--- config.mk ---
export PLATFORM = sky130hd
export DESIGN_NAME = mem_slot_arbiter
export DESIGN_NICKNAME = d
export VERILOG_FILES = /design/src/rtl/mem_arb_pkg.sv /design/src/rtl/mem_slot_timer.sv /design/src/rtl/mem_slot_arbiter.sv
export SDC_FILE = /design/constraint.sdc
export NUM_CORES = 1
export LEC_CHECK = 0
export ABC_AREA = 1
export BUFFER_PORTS_ARGS = -buffer_cell sky130_fd_sc_hd__buf_4
export CORE_MARGIN = 2
export CORE_UTILIZATION = 41
export CTS_CLUSTER_DIAMETER = 150
export DETAILED_ROUTE_END_ITERATION = 10
export PLACE_DENSITY = 0.75
export SYNTH_ARGS = -nofsm -noshare
export SYNTH_HDL_FRONTEND = slang
export SYNTH_SLANG_ARGS = --single-unit
--- constraint.sdc ---
create_clock -name dot_clk -period 1.1 [get_ports dot_clk]
set_input_delay 0.33 -clock dot_clk [delete_from_list [all_inputs] [get_ports dot_clk]]
set_output_delay 0.33 -clock dot_clk [all_outputs]
set_load 0.005 [all_outputs]
--- src/rtl/mem_arb_pkg.sv ---
// Shared definitions for the SPRAM slot arbiter: video FSM state encoding
// and the fixed slot / address-bit positions of the CPU access window.
package mem_arb_pkg;

    typedef enum logic [1:0] {
        IDLE  = 2'd0,
        VADDR = 2'd1,
        VDATA = 2'd2
    } vid_state_e;

    localparam int CPU_SLOT       = 0;
    localparam int CPU_RDATA_SLOT = 2;
    localparam int RAM_WINDOW_BIT = 15;

endpackage

--- src/rtl/mem_slot_timer.sv ---
// Slot counter dividing dot_clk into CPU cycles of SLOTS slots, plus the
// registered cpu_clk (low in the first half of the cycle, high in the second).
module mem_slot_timer
    import mem_arb_pkg::*;
#(
    parameter int SLOTS = 4
) (
    input  logic                     dot_clk,
    input  logic                     reset,
    output logic [$clog2(SLOTS)-1:0] slot,
    output logic [$clog2(SLOTS)-1:0] slot_next,
    output logic                     cpu_clk
);

    localparam int SW = $clog2(SLOTS);

    if (SLOTS < 4 || SLOTS > 16 || (SLOTS % 2) != 0) begin : g_bad_slots
        $error("mem_slot_timer: SLOTS must be even and within 4..16");
    end

    logic [SW-1:0] r_slot;
    logic          r_cpu_clk;
    logic [SW-1:0] w_slot_next;

    always_comb begin
        if (r_slot == SW'(SLOTS - 1)) begin
            w_slot_next = '0;
        end else begin
            w_slot_next = r_slot + 1'b1;
        end
    end

    // cpu_clk follows the slot being entered so it changes together with r_slot
    always_ff @(posedge dot_clk) begin
        if (reset) begin
            r_slot    <= '0;
            r_cpu_clk <= 1'b0;
        end else begin
            r_slot    <= w_slot_next;
            r_cpu_clk <= (w_slot_next >= SW'(SLOTS / 2));
        end
    end

    assign slot      = r_slot;
    assign slot_next = w_slot_next;
    assign cpu_clk   = r_cpu_clk;

endmodule

--- src/rtl/mem_slot_arbiter.sv ---
// Time-division owner of the shared SPRAM: slot 0 serves the CPU, other slots
// serve video reads. Optional MEM_ARB_STATS_EN adds the vid_stall_count output.
module mem_slot_arbiter #(
    parameter int SLOTS  = 4,
    parameter int ADDR_W = 15,
    parameter int DATA_W = 8
) (
    input  logic              dot_clk,
    input  logic              reset,
    output logic              cpu_clk,
    input  logic [15:0]       cpu_addr,
    input  logic [DATA_W-1:0] cpu_data_in,
    input  logic              cpu_write_enable,
    output logic [DATA_W-1:0] cpu_data_out,
    input  logic              vid_req,
    input  logic [ADDR_W-1:0] vid_addr,
    output logic              vid_ack,
    output logic [DATA_W-1:0] vid_data,
    output logic [ADDR_W-1:0] mem_addr,
    output logic [DATA_W-1:0] mem_wdata,
    output logic              mem_we,
    input  logic [DATA_W-1:0] mem_rdata
`ifdef MEM_ARB_STATS_EN
    ,
    output logic [15:0]       vid_stall_count
`endif
);
    import mem_arb_pkg::*;

    localparam int SW = $clog2(SLOTS);

    logic [SW-1:0]     w_slot;
    logic [SW-1:0]     w_slot_next;
    logic              w_enter_cpu;
    logic              w_cpu_rdata;
    logic              w_grant;

    vid_state_e        r_state;
    logic              r_vid_ack;
    logic [DATA_W-1:0] r_vid_data;
    logic [ADDR_W-1:0] r_mem_addr;
    logic [DATA_W-1:0] r_mem_wdata;
    logic              r_mem_we;
    logic [DATA_W-1:0] r_cpu_data_out;

    mem_slot_timer #(
        .SLOTS(SLOTS)
    ) u_timer (
        .dot_clk   (dot_clk),
        .reset     (reset),
        .slot      (w_slot),
        .slot_next (w_slot_next),
        .cpu_clk   (cpu_clk)
    );

    assign w_enter_cpu = (w_slot_next == SW'(CPU_SLOT));
    // During the slot before CPU_RDATA_SLOT the RAM output holds the CPU read data
    assign w_cpu_rdata = (w_slot == SW'(CPU_RDATA_SLOT - 1));
    // No grant in the ack cycle, so a requester may update vid_addr/vid_req there
    assign w_grant     = (r_state == IDLE) && vid_req && !r_vid_ack && !w_enter_cpu;

    always_ff @(posedge dot_clk) begin
        if (reset) begin
            r_mem_addr     <= '0;
            r_mem_wdata    <= '0;
            r_mem_we       <= 1'b0;
            r_cpu_data_out <= '0;
        end else begin
            if (w_enter_cpu) begin
                r_mem_addr  <= cpu_addr[ADDR_W-1:0];
                r_mem_wdata <= cpu_data_in;
                r_mem_we    <= cpu_write_enable & ~cpu_addr[RAM_WINDOW_BIT];
            end else begin
                r_mem_we <= 1'b0;
                if (w_grant) begin
                    r_mem_addr <= vid_addr;
                end
            end
            if (w_cpu_rdata) begin
                r_cpu_data_out <= mem_rdata;
            end
        end
    end

    // The RAM registers the previous cycle's address, so VDATA sees the video
    // data even when it lands in the CPU slot.
    always_ff @(posedge dot_clk) begin
        if (reset) begin
            r_state    <= IDLE;
            r_vid_ack  <= 1'b0;
            r_vid_data <= '0;
        end else begin
            r_vid_ack <= 1'b0;
            case (r_state)
                IDLE: begin
                    if (w_grant) begin
                        r_state <= VADDR;
                    end
                end
                VADDR: begin
                    r_state <= VDATA;
                end
                VDATA: begin
                    r_state    <= IDLE;
                    r_vid_data <= mem_rdata;
                    r_vid_ack  <= 1'b1;
                end
                default: begin
                    r_state <= IDLE;
                end
            endcase
        end
    end

`ifdef MEM_ARB_STATS_EN
    logic [15:0] r_stall_count;

    always_ff @(posedge dot_clk) begin
        if (reset) begin
            r_stall_count <= '0;
        end else if (vid_req && (r_state == IDLE) && !r_vid_ack && w_enter_cpu &&
                     (r_stall_count != 16'hFFFF)) begin
            r_stall_count <= r_stall_count + 16'd1;
        end
    end

    assign vid_stall_count = r_stall_count;
`endif

    assign cpu_data_out = r_cpu_data_out;
    assign vid_ack      = r_vid_ack;
    assign vid_data     = r_vid_data;
    assign mem_addr     = r_mem_addr;
    assign mem_wdata    = r_mem_wdata;
    assign mem_we       = r_mem_we;

endmodule

==> impl_metrics.csv <==
group,metric,value,unit
yosys,synth.avg_cell_area,7.072,µm²
yosys,synth_fp_nets,327,
pwr,p_sw_share,26.39,%
clocking,cts.sinks,45,
run_status,outcome,"finished with violations",
yosys,synthMuxAreaShare,0,%
timing,rsz0062_at_grt,"true",
yosys,synthArstFlopShare,0,%
yosys,yosys.cell_count.top_type,"nor2_1",
pwr,clock_power_share,25.9,%
yosys,ys_ff_latch,45,
cells_and_area,post-route-util,65.74,%
critical_path,critPathMaxStageDelay,0.35,ns
placed_design,globalplace.congestion,0.8328,
clocking,clk_latency,0.29,ns
timing,slew_headroom,88.54,%
timing,drv_slew,0,
critical_path,endpoint_kind,"output pin",
global_routing,gr-usage-met3,4.834,%
global_routing,grtUsageTotal,17.62,%
clocking,h-tree-depth,2,
yosys,yosysSeqAreaShare,46.66,%
pwr,internal_power,2.843,mW
cells_and_area,n_antenna_cell,0,
yosys,yosysTopAreaCellShare,46.66,%
routing,ant_nets,0,
floorplanning,fp.dieW,72.62,µm
global_routing,grt_max_degree,48,
routing,viasPerCell,4.653,
critical_path,critPathKind,"register to output pin",
routing,drtPass1Iterations,4,
hold_path,hp-class,"input port to register",
pwr,p_sw,1.019,mW
critical_path,crit_top_cell,"buf_6",
timing,fin_ws,-0.08969,ns
yosys,synthSimpleGateAreaFrac,30.33,%
yosys,yosys.cell_types.count,15,
placed_design,dpl.cell_count,415,
clocking,numCtsBuffers,5,
critical_path,critical_path.cell_chain,"buf_6, buf_6",
global_routing,antenna_found_initial,0,
critical_path,critical_path.max_fanout,3,
cells_and_area,syn_to_final_growth,51.33,%
critical_path,cp.arrival,0.86,ns
run_status,violations,"setup timing",
global_routing,grtUsageMet1,21.34,%
timing,tightest_slew,0.1701,ns
yosys,synth_fa_ha_area_share,1.944,%
yosys,syn_inst,273,
clocking,clockRootBuffer,"clkbuf_8",
timing,period_needed,1.190,ns
yosys,synth_top_family_by_area,"simple AND/OR/NAND/NOR gates",
timing,period_share,108.2,%
yosys,synth-edff-count,0,
pwr,comb_power_share,25.0,%
timing,fmax,840.6,MHz
floorplanning,dieHeight,72.62,µm
floorplanning,num_io_pins,93,
pwr,cellLeakagePower,1.493,nW
routing,wl,4853,µm
placed_design,port_buffers,92,
yosys,yosys_warnings,0,
routing,drc,0,
clocking,cts_hold_buf,0,
critical_path,cp_slowest_cell,"dfxtp_2",
yosys,synthXorXnorAreaFrac,0,%
global_routing,grt_pass1_vias,1700,
yosys,synth_compound_area_share,10.11,%
clocking,cts_buffer_depth,2,
global_routing,busiest_layer,"met2",
cells_and_area,finalNonFillerCells,424,
floorplanning,dieArea,5274,µm²
floorplanning,start_util,43.44,%
floorplanning,core_region_area,4444,µm²
timing,skew,0.006452,ns
cells_and_area,drive_gt1_share,39.78,%
clocking,cts_tree,"done",
critical_path,cp-start-kind,"register",
cells_and_area,filler_cell_count,390,
routing,routed-via-count,1973,
critical_path,crit_required,0.77,ns
global_routing,use_met2,29.60,%
global_routing,grt_pass1_wl,7314,µm
global_routing,grt-ovfl-total,0,
yosys,ys_top_cells_by_count,"67 x nor2_1, 62 x nand2_1, 45 x dfxtp_1",
yosys,synth.area.top_cells,"dfxtp_1 47%, nor2_1 13%, nand2_1 12%, o21ai_0 6.2%, buf_6 4.1%",
timing,finalSetupViolCount,23,
pwr,ir_worst_vdd,0.6836,mV
yosys,synthFlopType,"dfxtp_1",
routing,drtIter0Drc,71,
placed_design,hpwl,3410,µm
yosys,synth_area,1931,µm²
floorplanning,row_count,24,
routing,avgRoutedWirePerCell,11.45,µm
critical_path,crit_family,"flip-flops",
pwr,pwr_density_cell,1322,nW/µm²
clocking,clkTransAtPathRegs,0.08,ns
run,drv_cap,0,
critical_path,path_buf_inv,2,
pwr,p_seq_share,49.2,%
yosys,yosys.area.top_type,"dfxtp_1",
timing,hold_viol,0,
cells_and_area,finalNetCount,426,
==> metal layers <==
metal / routed length, µm / vias to the layer above
met2: 2288 / 79
met3: 362 / 5
met5: 0 / -
li1: - / 1045
met4: 74 / 0
met1: 2127 / 844
==> power groups by stage <==
stage	sequential, mW	clock (mW)	combinational, mW
2_1_floorplan	1.91	0	0.435
3_3_place_gp	1.90	0	0.904
3_5_place_dp	1.91	0	0.914
4_1_cts	1.87	1.04	0.930
5_1_grt	1.92	1.10	1.07
6_report	1.90	0.999	0.965
==> sequential cells by signal, indices dropped and copies added, names as in the netlist <==
signal        cells
vid_ack           1
r_state           2
mem_we            1
mem_wdata         8
u_timer.slot      2
cpu_data_out      8
vid_data          8
mem_addr         15
==> timing repair <==
| action | 4_1_cts | 5_1_grt |
|---|---|---|
| setup endpoints to repair | 32 | 58 |
| gates resized for setup | 12 | 39 |
| cloned | 0 | 1 |
| pin swaps | 0 | 0 |
| setup buffers | 0 | 1 |
==> layout by cell type, fill, tap and decap left out, drive strengths merged <==
master	netlist	final
nor2	67	67
nor3	4	4
buf	15	106
a21oi	15	15
ha	3	3
clkbuf	0	7
inv	22	22
nand2	63	63
dfxtp	45	45
nand3	15	15
o21ai	24	24
clkinv	0	1
==> path summary, 6_finish.rpt <==
check | startpoint | end | slack (ns) | cells after the start
worst min-delay path | cpu_addr[15] | mem_we | 0.18 | 2
worst max register to register | u_timer.slot[0] | mem_addr[2] | -0.04 | 5
worst min register to register | r_state[1] | r_state[1] | 0.47 | 1
worst max-delay path | u_timer.slot[1] | cpu_clk | -0.09 | 2
==> metrics by stage <==
step	cell area [µm²]	setup WS [ns]	hold WS [ns]	total power [mW]	setup TNS (ns)
6_report	2922	-0.08969	0.1841	3.863	-0.4866
3_5_place_dp	2725	-0.03800	0.4369	2.820	-0.3298
5_1_grt	2922	-0.1266	0.1768	4.087	-2.512
2_1_floorplan	1949	-0.005726	0.3893	2.347	-0.06726
4_1_cts	2826	-0.1025	0.1747	3.842	-0.1103
3_3_place_gp	2725	-0.01481	0.4348	2.805	-0.09735
==> kinds of logic (layout without fill, tap and decap cells) <==
| logic type | count (synthesis) | count (layout) |
|---|---|---|
| AOI/OAI and AO/OA | 39 | 39 |
| adders and majority gates | 3 | 3 |
| buffers and inverters | 37 | 136 |
| DFF | 45 | 45 |
| and+or+nand+nor | 149 | 149 |
==> area by class of cell <==
class,instances,area [µm²],share of cell area (%)
well taps,52,65.06,2.227
multi-input cells,191,833.3,28.52
clock buffers,7,86.33,2.955
repair buffers,106,894.6,30.62
repair inverters,1,11.26,0.3854
flip-flops and latches,45,935.9,32.03
inverters,22,95.09,3.255
==> worst register-to-register path, stage by stage (launching register included) <==
cell and delay (ns):
dfxtp_2 0.37, ha_4 0.21, buf_4 0.17, inv_8 0.07, a21oi_1 0.16, nor2_1 0.06
No activity file was read; power rests on OpenSTA's default activity.
